$ cat src/rtl/dmux8way_buffered.sv
// Registered 1-to-8 word demultiplexer with a one-entry valid/ready holding register per channel.
// Each channel stalls independently; a drain and a reload of the same channel may share a cycle.
module dmux8way_buffered #(
   parameter int unsigned WIDTH = 16
) (
   input  logic             clk,
   input  logic             reset,
   input  logic [WIDTH-1:0] in,
   input  logic [2:0]       sel,
   input  logic             in_valid,
   output logic             in_ready,
   output logic [WIDTH-1:0] a,
   output logic [WIDTH-1:0] b,
   output logic [WIDTH-1:0] c,
   output logic [WIDTH-1:0] d,
   output logic [WIDTH-1:0] e,
   output logic [WIDTH-1:0] f,
   output logic [WIDTH-1:0] g,
   output logic [WIDTH-1:0] h,
   output logic [7:0]       out_valid,
   input  logic [7:0]       out_ready,
   output logic [3:0]       occupancy
);

   logic [WIDTH-1:0] data_q [8];
   logic [WIDTH-1:0] data_d [8];
   logic [7:0]       valid_q, valid_d;
   logic [3:0]       occ_q, occ_d;
   logic [7:0]       load, drain, drain_only;
   logic [3:0]       drain_cnt;
   logic             accept, load_into_empty;

   // A full channel can still accept if its consumer empties it this same cycle.
   assign in_ready = ~valid_q[sel] | out_ready[sel];
   assign accept   = in_valid & in_ready;

   always_comb begin
      load = 8'h00;
      if (accept) begin
         load[sel] = 1'b1;
      end
      drain           = valid_q & out_ready;
      drain_only      = drain & ~load;
      load_into_empty = accept & ~valid_q[sel];

      drain_cnt = 4'd0;
      for (int k = 0; k < 8; k++) begin
         drain_cnt = drain_cnt + {3'b000, drain_only[k]};
      end

      valid_d = (valid_q & ~drain) | load;
      occ_d   = occ_q + {3'b000, load_into_empty} - drain_cnt;

      // Drained channels keep their last word; only a load overwrites data.
      for (int k = 0; k < 8; k++) begin
         data_d[k] = data_q[k];
      end
      if (accept) begin
         data_d[sel] = in;
      end
   end

   always_ff @(posedge clk) begin
      if (reset) begin
         valid_q <= 8'h00;
         occ_q   <= 4'd0;
         for (int k = 0; k < 8; k++) begin
            data_q[k] <= '0;
         end
      end else begin
         valid_q <= valid_d;
         occ_q   <= occ_d;
         for (int k = 0; k < 8; k++) begin
            data_q[k] <= data_d[k];
         end
      end
   end

   assign a         = data_q[0];
   assign b         = data_q[1];
   assign c         = data_q[2];
   assign d         = data_q[3];
   assign e         = data_q[4];
   assign f         = data_q[5];
   assign g         = data_q[6];
   assign h         = data_q[7];
   assign out_valid = valid_q;
   assign occupancy = occ_q;

endmodule

$ cat config.mk
export PLATFORM = sky130hd
export DESIGN_NAME = dmux8way_buffered
export DESIGN_NICKNAME = d
export VERILOG_FILES = /design/src/rtl/dmux8way_buffered.sv
export SDC_FILE = /design/constraint.sdc
export NUM_CORES = 1
export LEC_CHECK = 0
export ABC_AREA = 1
export CAP_MARGIN = 20
export CORE_MARGIN = 2
export CORE_UTILIZATION = 55
export DETAILED_ROUTE_END_ITERATION = 7
export HOLD_SLACK_MARGIN = 0.05
export PLACE_DENSITY = 0.87
export SLEW_MARGIN = 25
export SYNTH_ARGS = -nofsm -noshare
export SYNTH_HDL_FRONTEND = slang
export SYNTH_SLANG_ARGS = --single-unit
$ cat constraint.sdc
create_clock -name clk -period 14.2 [get_ports clk]
set_clock_uncertainty 0.1 [all_clocks]
set_input_delay 4.26 -clock clk [delete_from_list [all_inputs] [get_ports clk]]
set_output_delay 4.26 -clock clk [all_outputs]
set_load 0.02 [all_outputs]
==> flow_summary.toml, run 1 <==
[logic_synthesis]
synthCells = 1116
yosys_warn_count = 0
syn_area_cell_um2 = 6.656
most_common_flop_cell_mapped_by_yosys = "sky130_fd_sc_hd__dfxtp_1"
synth.cell_area_mm2 = 0.007428
synth-async-reset-ratio_pct = 0
synth-edff-count = 0
synthesized_net_count = 1159
ys_ff_latch = 140
synth.distinct_cells = 25
yosysSeqAreaShare_pct = 37.73

[cts]
cts_tree = "built"
tritoncts.num_buffers = 17
cts_hold_repair_buffers = 0
cts_max_level = 4
clkTransAtPathRegs_ns = 0.06
postCtsResizedCells = 0
post-cts-setup-buffers = 0
clkSinkCount = 140
insertion_delay_of_the_later_clocked_pin_in_the_worst_skew_pair_ns = 0.42
cts_root_buf = "sky130_fd_sc_hd__clkbuf_16"
longest_clk_path_bufs = 2

[critical_path]
timing_worst_setup_path_type = "primary input to primary output"
worst-endpoint-required_ns = 9.84
crit_path_max_fanout = 64
worst-endpoint-arrival_ns = 7.08
reg2reg_setup_slack_ns = 8.37
endpoint_kind = "primary output"
critPathLaunch = "sel[0]"
critPathCapture = "in_ready"
cp-start-kind = "primary input"
worst_reg2reg_startpoint = "out_valid[4]$_SDFF_PP0_"
rr_endpoint = "occupancy[3]$_SDFF_PP0_"
worstRegToRegCells = 21

[floorplanning]
top_level_ports = 171
initial_utilization_pct = 56.32
floorplan.die_area_mm2 = 0.01445
die_w_um = 120.2
die_height_um = 120.2
floorplan.rows = 42
placeableCoreArea_mm2 = 0.01319

[finish]
fillerInstances = 1047
area.growth.synth_to_final_pct = 30.10
layout.cell_area.non_filler_mm2 = 0.009664
drive_gt1_share_pct = 7.460
mostFrequentLayoutCells = "sky130_fd_sc_hd__nand2_1 (282), sky130_fd_sc_hd__inv_1 (281), sky130_fd_sc_hd__clkdlybuf4s50_1 (169)"
most_frequent_standard_cell_in_the_layout_excluding_fill_and_tap_cells = "sky130_fd_sc_hd__nand2_1"
total_inserted_antenna_cells = 0
postLayoutCoreUtil_pct = 73.27
layout.cells.non_filler = 1436
fin_nets = 1290

[detailed_routing]
ant_nets = 0
detail_route.wl_per_cell_um = 14.79
drt_drc_violations_left = 0
finalWirelength_mm = 21.24
viasPerCell = 5.123
num_vias = 7356
first_pass_drt_iterations = 6
drt-initial-drc-count = 758

[timing]
finalSetupViolations = 0
max_freq_mhz = 87.39
maxSlewHeadroom_pct = 45.39
period_minus_slack_ns = 11.44
setup_repair_after_global_routing_missed_its_margin = "false"
post_route_worst_hold_slack_ns = 0.4088
final.period_utilization_pct = 80.58
final-max-slew-violation-count = 0
fin_setup_tns_ns = 0
worstMarginPinSlew_ns = 0.8191
timing_hold_violations_final = 0

[job]
cap_viol_max_count = 0

[power_and_ir_drop]
cellInternalPower_w = 0.0008058
power-per-cell-area_mw_per_mm2 = 113.7
seq_power_share_pct = 38.3
leakage_nw = 4.542
p_clk_share_pct = 45.7
vdd.ir_drop.worst_uv = 80.31
share_comb_of_total_power_pct = 15.9
switching_share_pct = 26.68
power.net_switching_w = 0.0002932

[placement]
port_buffers = 170
gp_congestion = 0.9020
place.detailed.hpwl_mm = 13.65
placement.cell_area_mm2 = 0.008987
place_inst = 1404

[status]
result_of_the_run = "complete, no violations"

[grt]
antenna_found_initial = 0
grt_resource_usage_total_pct = 30.15
grt-ovfl-total = 0
via_count_of_the_first_global_routing_pass = 6746
global_route_wire_length_before_repair_mm = 33.78
pin_count_of_the_biggest_net_entering_global_routing = 84

[min_path]
timing.hold.worst.class = "register to register"
through the flow:
stage	power [W]	worst slack, ns
2_1_floorplan	0.0005382	4.572
3_3_place_gp	0.0005956	2.932
3_5_place_dp	0.0006009	2.834
4_1_cts	0.001101	2.820
5_1_grt	0.001139	2.602
6_report	0.001099	2.757
critical path: stages:
cell,delay (ns)
sky130_fd_sc_hd__clkdlybuf4s50_1,0.84
sky130_fd_sc_hd__inv_2,0.25
sky130_fd_sc_hd__nand4_1,0.16
sky130_fd_sc_hd__nand2_1,0.08
sky130_fd_sc_hd__nor2_2,0.12
sky130_fd_sc_hd__nand2_2,0.08
sky130_fd_sc_hd__nand2_4,0.53
sky130_fd_sc_hd__clkdlybuf4s50_1,0.74
cell type report:
| class | count | area (µm²) | area share [%] |
|---|---|---|---|
| Clock buffer | 17 | 425.4 | 4.402 |
| Clock inverter | 15 | 245.2 | 2.538 |
| Inverter | 299 | 1126 | 11.65 |
| Multi-Input combinational cell | 612 | 3093 | 32.00 |
| Sequential cell | 140 | 2803 | 29.00 |
| Tap cell | 176 | 220.2 | 2.279 |
| Timing Repair Buffer | 177 | 1752 | 18.13 |
Yosys cell counts (2+ instances only):
| cell type | instances | share of area (%) |
|---|---|---|
| sky130_fd_sc_hd__inv_1 | 282 | 14 |
| sky130_fd_sc_hd__nor3_2 | 7 | 0.94 |
| sky130_fd_sc_hd__dfxtp_1 | 140 | 38 |
| sky130_fd_sc_hd__inv_2 | 16 | 0.81 |
| sky130_fd_sc_hd__nor2_2 | 9 | 0.76 |
| sky130_fd_sc_hd__nand3_4 | 8 | 1.9 |
| sky130_fd_sc_hd__nor2_1 | 129 | 6.5 |
| sky130_fd_sc_hd__nand4_1 | 134 | 11 |
| sky130_fd_sc_hd__buf_2 | 4 | 0.27 |
| sky130_fd_sc_hd__nand3_1 | 8 | 0.54 |
| sky130_fd_sc_hd__nand2_1 | 282 | 14 |
| sky130_fd_sc_hd__nand2_2 | 2 | 0.17 |
| sky130_fd_sc_hd__clkbuf_1 | 20 | 1.0 |
| sky130_fd_sc_hd__buf_1 | 17 | 0.86 |
| sky130_fd_sc_hd__buf_6 | 22 | 3.3 |
| sky130_fd_sc_hd__nand2_4 | 8 | 1.2 |
| sky130_fd_sc_hd__ha_1 | 7 | 1.2 |
| sky130_fd_sc_hd__fa_1 | 6 | 1.6 |
| sky130_fd_sc_hd__a21oi_1 | 9 | 0.61 |
metal layers:
metal,vias to the layer above,share of wire [%],global-route usage (%)
li1,3594,-,-
met1,3257,39,38.48
met2,422,46,48.33
met3,83,10,5.802
met4,0,4.7,16.21
met5,-,0,0
flip-flops by register name, indices dropped and copies added, names as in the netlist:
| register | flops |
|---|---|
| data_q | 128 |
| out_valid | 8 |
| occupancy | 4 |
power groups by stage:
stage | Clock [W] | Sequential (W) | Combinational (W)
CTS | 0.000506 | 0.000421 | 0.000174
detailed placement | 0 | 0.000429 | 0.000171
floorplan | 0 | 0.000448 | 0.0000906
global placement | 0 | 0.000429 | 0.000167
finish | 0.000503 | 0.000421 | 0.000175
global route | 0.000524 | 0.000423 | 0.000192
cell families after synthesis:
kind of cell | count (synthesis) | synth area share, %
AO/OA/AOI/OAI | 9 | 0.6063
XOR/XNOR | 2 | 0.2359
AND/OR/NAND/NOR | 588 | 37.65
adder cells (fa/ha/maj) | 13 | 2.796
flip-flops | 140 | 37.73
buffers and inverters | 364 | 20.99
worst min path at each step:
stage	from	end	slack, ns	depth (start not counted)
after floorplan	out_valid[7]$_SDFF_PP0_	out_valid[7]$_SDFF_PP0_	0.46	2
after global placement	data_q[3][16]$_SDFFE_PP0P_	data_q[3][16]$_SDFFE_PP0P_	0.39	4
after detailed placement	data_q[1][0]$_SDFFE_PP0P_	data_q[1][0]$_SDFFE_PP0P_	0.40	4
after CTS	data_q[1][0]$_SDFFE_PP0P_	data_q[1][0]$_SDFFE_PP0P_	0.41	4
after global routing	data_q[0][19]$_SDFFE_PP0P_	data_q[0][19]$_SDFFE_PP0P_	0.44	4
final	out_valid[5]$_SDFF_PP0_	out_valid[5]$_SDFF_PP0_	0.41	2
(Power assumes the default switching activity.)
==> inputs of run 2 (changes only) <==
--- a/config.mk
+++ b/config.mk
@@ -8,10 +8,10 @@
 export ABC_AREA = 1
 export CAP_MARGIN = 20
 export CORE_MARGIN = 2
-export CORE_UTILIZATION = 55
+export CORE_UTILIZATION = 51
 export DETAILED_ROUTE_END_ITERATION = 7
 export HOLD_SLACK_MARGIN = 0.05
-export PLACE_DENSITY = 0.87
+export PLACE_DENSITY = 0.81
 export SLEW_MARGIN = 25
 export SYNTH_ARGS = -nofsm -noshare
 export SYNTH_HDL_FRONTEND = slang
==> constraint.sdc (replaced) <==
create_clock -name clk -period 11.4 [get_ports clk]
set_clock_uncertainty 0.1 [all_clocks]
set_input_delay 3.42 -clock clk [delete_from_list [all_inputs] [get_ports clk]]
set_output_delay 3.42 -clock clk [all_outputs]
set_load 0.02 [all_outputs]
==> run 2 against run 1 <==
  * Clock power grew 15%
  * Highest routed layer unchanged
  * Largest cell class unchanged
  * Worst setup slack lost 0.87 ns
  * Core utilization shrank 6.3 points
  * Critical path depth is the same
  * Hold slack lost 0.00061 ns
  * Wire length shrank 3.5%
  * Sequential cell count is the same
  * Sequential share of layout area grew 0.11 points
  * Clock-buffer cell count grew 3
==> flow_summary.toml, run 2 (synthesis gave the netlist of run 1 again) <==
[cts]
cts_max_level = 4
clkTransAtPathRegs_ns = 0.06
cts_hold_repair_buffers = 0
insertion_delay_of_the_later_clocked_pin_in_the_worst_skew_pair_ns = 0.42
post-cts-setup-buffers = 0
tritoncts.num_buffers = 17
postCtsResizedCells = 0
longest_clk_path_bufs = 2
cts_tree = "built"
cts_root_buf = "sky130_fd_sc_hd__clkbuf_16"
clkSinkCount = 140

[critical_path]
worst_reg2reg_startpoint = "out_valid[5]$_SDFF_PP0_"
timing_worst_setup_path_type = "primary input to primary output"
crit_path_max_fanout = 28
worstRegToRegCells = 21
rr_endpoint = "occupancy[3]$_SDFF_PP0_"
worst-endpoint-required_ns = 7.88
reg2reg_setup_slack_ns = 6.16
worst-endpoint-arrival_ns = 5.99
endpoint_kind = "primary output"
cp-start-kind = "primary input"

[floorplanning]
die_w_um = 124.7
placeableCoreArea_mm2 = 0.01437
die_height_um = 124.7
initial_utilization_pct = 51.70
floorplan.rows = 44
floorplan.die_area_mm2 = 0.01555
top_level_ports = 171

[timing]
finalSetupViolations = 0
maxSlewHeadroom_pct = 33.84
final.period_utilization_pct = 83.41
period_minus_slack_ns = 9.508
worstMarginPinSlew_ns = 0.9924
fin_setup_tns_ns = 0
setup_repair_after_global_routing_missed_its_margin = "false"
max_freq_mhz = 105.2
final-max-slew-violation-count = 0
timing_hold_violations_final = 0
post_route_worst_hold_slack_ns = 0.4082

[finish]
fin_nets = 1292
top_register = "data_q"
area.growth.synth_to_final_pct = 29.63
largest_register_ffs = 128
total_inserted_antenna_cells = 0
fillerInstances = 1253
postLayoutCoreUtil_pct = 67.02
most_frequent_standard_cell_in_the_layout_excluding_fill_and_tap_cells = "sky130_fd_sc_hd__nand2_1"
drive_gt1_share_pct = 7.448
layout.cells.non_filler = 1446
mostFrequentLayoutCells = "sky130_fd_sc_hd__nand2_1 (282), sky130_fd_sc_hd__inv_1 (281), sky130_fd_sc_hd__clkdlybuf4s50_1 (169)"

[placement]
place_inst = 1414
gp_congestion = 0.8838
port_buffers = 170
place.detailed.hpwl_mm = 13.61

[power_and_ir_drop]
leakage_nw = 4.541
vdd.ir_drop.worst_uv = 119.6
power-per-cell-area_mw_per_mm2 = 136.9

[min_path]
timing.hold.worst.class = "register to register"
hold_start = "data_q[1][14]$_SDFFE_PP0P_"
worst_hold_path.endpoint = "data_q[1][14]$_SDFFE_PP0P_"
hold-path-cell-count = 4

[detailed_routing]
num_vias = 7050
first_pass_drt_iterations = 8
ant_nets = 0
finalWirelength_mm = 20.49
viasPerCell = 4.876
detail_route.wl_per_cell_um = 14.17
drt-initial-drc-count = 573
drt_drc_violations_left = 0

[grt]
antenna_found_initial = 0
global_route_wire_length_before_repair_mm = 32.18
grt_resource_usage_total_pct = 26.23
via_count_of_the_first_global_routing_pass = 6222
pin_count_of_the_biggest_net_entering_global_routing = 93
grt-ovfl-total = 0

[job]
cap_viol_max_count = 0

[status]
result_of_the_run = "complete, no violations"
-- run 2: changes by cell type in the layout (fill, tap and decap cells not counted), sizes merged --
cell and change:
bufinv -2, clkbuf +3, buf +2, inv -1, clkinvlp -4, clkinv +4
-- run 2: worst max path at each step --
| stage | startpoint | endpoint | slack (ns) | cells after the start |
|---|---|---|---|---|
| 4_1_cts | sel[0] | in_ready | 2.02 | 8 |
| 6_report | sel[0] | in_ready | 1.89 | 8 |
| 3_5_place_dp | sel[0] | in_ready | 2.02 | 8 |
| 5_1_grt | sel[0] | in_ready | 1.75 | 11 |
| 2_1_floorplan | sel[2] | in_ready | 3.45 | 9 |
| 3_3_place_gp | sel[0] | in_ready | 2.03 | 8 |
-- run 2: where the power goes --
group / internal (W) / leakage [nW] / switching [W]
logic: 0.0000833 / 3.10 / 0.000132
clock network: 0.000370 / 0.304 / 0.000208
registers: 0.000511 / 1.14 / 0.0000142
total: 0.000964 / 4.54 / 0.000354
-- run 2: final cells by class --
type | count | area (µm²) | share of cell area, %
well taps | 184 | 230.2 | 2.391
flip-flops and latches | 140 | 2803 | 29.11
clock buffers | 20 | 446.7 | 4.639
clock inverters | 12 | 170.2 | 1.767
repair buffers | 179 | 1767 | 18.35
inverters | 299 | 1126 | 11.69
multi-input cells | 612 | 3087 | 32.06
-- run 2: critical path, stage by stage --
cell and delay, ns:
sky130_fd_sc_hd__clkdlybuf4s50_1 0.83, sky130_fd_sc_hd__inv_2 0.25, sky130_fd_sc_hd__nand4_1 0.16, sky130_fd_sc_hd__nand2_1 0.06, sky130_fd_sc_hd__nor2_1 0.11, sky130_fd_sc_hd__nand2_2 0.09, sky130_fd_sc_hd__nand2_4 0.34, sky130_fd_sc_hd__clkdlybuf4s50_1 0.70
-- run 2: per-stage QoR --
step | instance area, µm² | power (W) | worst slack [ns]
2_1_floorplan | 7428 | 0.0006704 | 3.452
3_3_place_gp | 8997 | 0.0007441 | 2.027
3_5_place_dp | 8997 | 0.0007470 | 2.016
4_1_cts | 9614 | 0.001322 | 2.017
5_1_grt | 9629 | 0.001373 | 1.749
6_report | 9629 | 0.001318 | 1.892
-- run 2: routing by layer --
layer / global-route usage (%) / wire length (µm) / share of wire [%] / vias up
met4: 11.90 / 571 / 2.8 / 0
met5: 0 / 0 / 0 / -
met1: 33.99 / 8596 / 42 / 3063
li1: - / - / - / 3606
met3: 5.842 / 1918 / 9.4 / 41
met2: 41.79 / 9401 / 46 / 340
==> inputs of run 3 (changes only) <==
==> constraint.sdc (replaced) <==
create_clock -name clk -period 9.24 [get_ports clk]
set_clock_uncertainty 0.1 [all_clocks]
set_input_delay 2.772 -clock clk [delete_from_list [all_inputs] [get_ports clk]]
set_output_delay 2.772 -clock clk [all_outputs]
set_load 0.02 [all_outputs]
==> run 3 against run 2 <==
  * Critical path depth up 3
  * Critical endpoint unchanged
  * Combinational power increased by 24%
  * Sequential power rose by 23%
  * Highest routed layer unchanged
  * Sequential share of layout area rose by 0.26 points
  * Non-clock buffer count rose by 4
  * Cell area down 0.90%
  * Core utilization shrank 0.60 points
  * Register-to-register slack worse by 1.8 ns
==> flow_summary.toml, run 3 (synthesis gave the netlist of run 1 again) <==
[timing]
fin_setup_tns_ns = 0
final.period_utilization_pct = 89.49
final-max-slew-violation-count = 0
setup_repair_after_global_routing_missed_its_margin = "false"
timing_hold_violations_final = 0
maxSlewHeadroom_pct = 39.21
max_freq_mhz = 120.9
finalSetupViolations = 0
period_minus_slack_ns = 8.269
worstMarginPinSlew_ns = 0.9118
post_route_worst_hold_slack_ns = 0.4087

[floorplanning]
die_height_um = 124.7
die_w_um = 124.7
placeableCoreArea_mm2 = 0.01437
floorplan.die_area_mm2 = 0.01555
floorplan.rows = 44
top_level_ports = 171
initial_utilization_pct = 51.70

[status]
result_of_the_run = "complete, no violations"

[finish]
drive_gt1_share_pct = 7.052
total_inserted_antenna_cells = 0
largest_register_ffs = 128
mostFrequentLayoutCells = "sky130_fd_sc_hd__nand2_1 (282), sky130_fd_sc_hd__inv_1 (281), sky130_fd_sc_hd__clkdlybuf4s50_1 (169)"
top_register = "data_q"
fin_nets = 1296
layout.cell_area.non_filler_mm2 = 0.009543
area.growth.synth_to_final_pct = 28.47
most_frequent_standard_cell_in_the_layout_excluding_fill_and_tap_cells = "sky130_fd_sc_hd__nand2_1"

[placement]
port_buffers = 170
placement.cell_area_mm2 = 0.009027
place.detailed.hpwl_mm = 13.52
gp_congestion = 0.8976

[cts]
cts_root_buf = "sky130_fd_sc_hd__clkbuf_16"
cts_hold_repair_buffers = 0
longest_clk_path_bufs = 2
insertion_delay_of_the_later_clocked_pin_in_the_worst_skew_pair_ns = 0.42
cts_max_level = 4
post-cts-setup-buffers = 0
postCtsResizedCells = 0
cts_tree = "built"
clkTransAtPathRegs_ns = 0.05
clkSinkCount = 140
tritoncts.num_buffers = 17

[detailed_routing]
drt-initial-drc-count = 716
first_pass_drt_iterations = 6
ant_nets = 0
viasPerCell = 4.878
finalWirelength_mm = 20.43
num_vias = 7054
detail_route.wl_per_cell_um = 14.13
drt_drc_violations_left = 0

[grt]
grt-ovfl-total = 0
global_route_wire_length_before_repair_mm = 32.71
via_count_of_the_first_global_routing_pass = 6402
grt_resource_usage_total_pct = 26.46
antenna_found_initial = 0
pin_count_of_the_biggest_net_entering_global_routing = 95

[critical_path]
worst-endpoint-arrival_ns = 5.40
crit_path_cell_trace = "clkdlybuf4s50_1, inv_2, nand2_1, nand2_1, nand2_1, nand2_1, nand2_1, nand2_1, inv_2, nand2_4, clkdlybuf4s50_1"
endpoint_kind = "primary output"
worst-endpoint-required_ns = 6.37
path_common_cell = "sky130_fd_sc_hd__nand2_1"
reg2reg_setup_slack_ns = 4.40
critPathCapture = "in_ready"
crit_path_top_delay_cell = "sky130_fd_sc_hd__clkdlybuf4s50_1"
crit_path_max_fanout = 43
worstRegToRegCells = 20
critPathLaunch = "sel[0]"
cp-start-kind = "primary input"
worst_reg2reg_startpoint = "out_valid[3]$_SDFF_PP0_"
rr_endpoint = "occupancy[3]$_SDFF_PP0_"
worst_path_largest_cell_delay_ns = 0.73
timing_worst_setup_path_type = "primary input to primary output"

[power_and_ir_drop]
leakage_nw = 4.507
share_comb_of_total_power_pct = 17.3
vdd.ir_drop.worst_uv = 130.8
seq_power_share_pct = 42.3
cellInternalPower_w = 0.001111
power-per-cell-area_mw_per_mm2 = 160.7
p_clk_share_pct = 40.4
power.net_switching_w = 0.0004226
switching_share_pct = 27.56

[job]
cap_viol_max_count = 0

[min_path]
timing.hold.worst.class = "register to register"
-- run 3: cell count changes in the layout (fill, tap and decap cells not counted), sizes merged --
cell      before  now
clkbuf        20   25
clkinv         8    3
bufinv         4    1
clkinvlp       1    0
buf           10   14
-- run 3: worst min-delay path by stage --
| stage | slack (ns) | startpoint | cells after the start | to |
|---|---|---|---|---|
| 6_report | 0.41 | data_q[2][26]$_SDFFE_PP0P_ | 4 | data_q[2][26]$_SDFFE_PP0P_ |
| 5_1_grt | 0.43 | data_q[1][29]$_SDFFE_PP0P_ | 4 | data_q[1][29]$_SDFFE_PP0P_ |
| 4_1_cts | 0.41 | data_q[1][8]$_SDFFE_PP0P_ | 4 | data_q[1][8]$_SDFFE_PP0P_ |
| 3_5_place_dp | 0.40 | data_q[1][8]$_SDFFE_PP0P_ | 4 | data_q[1][8]$_SDFFE_PP0P_ |
| 3_3_place_gp | 0.40 | data_q[3][17]$_SDFFE_PP0P_ | 4 | data_q[3][17]$_SDFFE_PP0P_ |
| 2_1_floorplan | 0.46 | out_valid[7]$_SDFF_PP0_ | 2 | out_valid[7]$_SDFF_PP0_ |
-- run 3: metrics by stage --
| step | power, W | setup WS (ns) | utilization [%] | cells |
|---|---|---|---|---|
| 2_1_floorplan | 0.0008271 | 2.354 | - | 1116 |
| 3_3_place_gp | 0.0009197 | 1.044 | 62.83 | 1418 |
| 3_5_place_dp | 0.0009238 | 0.9383 | 62.83 | 1418 |
| 4_1_cts | 0.001538 | 0.9863 | 66.41 | 1446 |
| 5_1_grt | 0.001596 | 0.8129 | 66.41 | 1446 |
| 6_report | 0.001534 | 0.9714 | 66.41 | 1446 |
-- run 3: power by group through the flow --
stage / logic [W] / registers [W] / clock network, W
after floorplan: 0.000139 / 0.000688 / 0
after global placement: 0.000259 / 0.000661 / 0
after detailed placement: 0.000263 / 0.000661 / 0
after CTS: 0.000265 / 0.000648 / 0.000625
after global routing: 0.000293 / 0.000651 / 0.000653
final: 0.000266 / 0.000648 / 0.000620
-- run 3: critical path, delay by kind of cell --
kind | cells | cell delay [ns]
buffers and inverters | 4 | 1.76
and+or+nand+nor | 7 | 0.82
-- run 3: final cells by class --
cell class	count	area (µm²)
Inverter	299	1126
Tap cell	184	230.2
Fill cell	1243	4826
Timing Repair Buffer	183	1797
Clock buffer	25	475.5
Multi-Input combinational cell	612	3072
Sequential cell	140	2803
Clock inverter	3	40.04
-- run 3: per-layer routing --
metal / global-route usage [%] / vias to the layer above / wire, µm
li1: - / 3611 / -
met1: 33.35 / 3047 / 8333
met2: 42.37 / 336 / 9306
met3: 6.744 / 60 / 2017
met4: 12.62 / 0 / 777
met5: 0 / - / 0
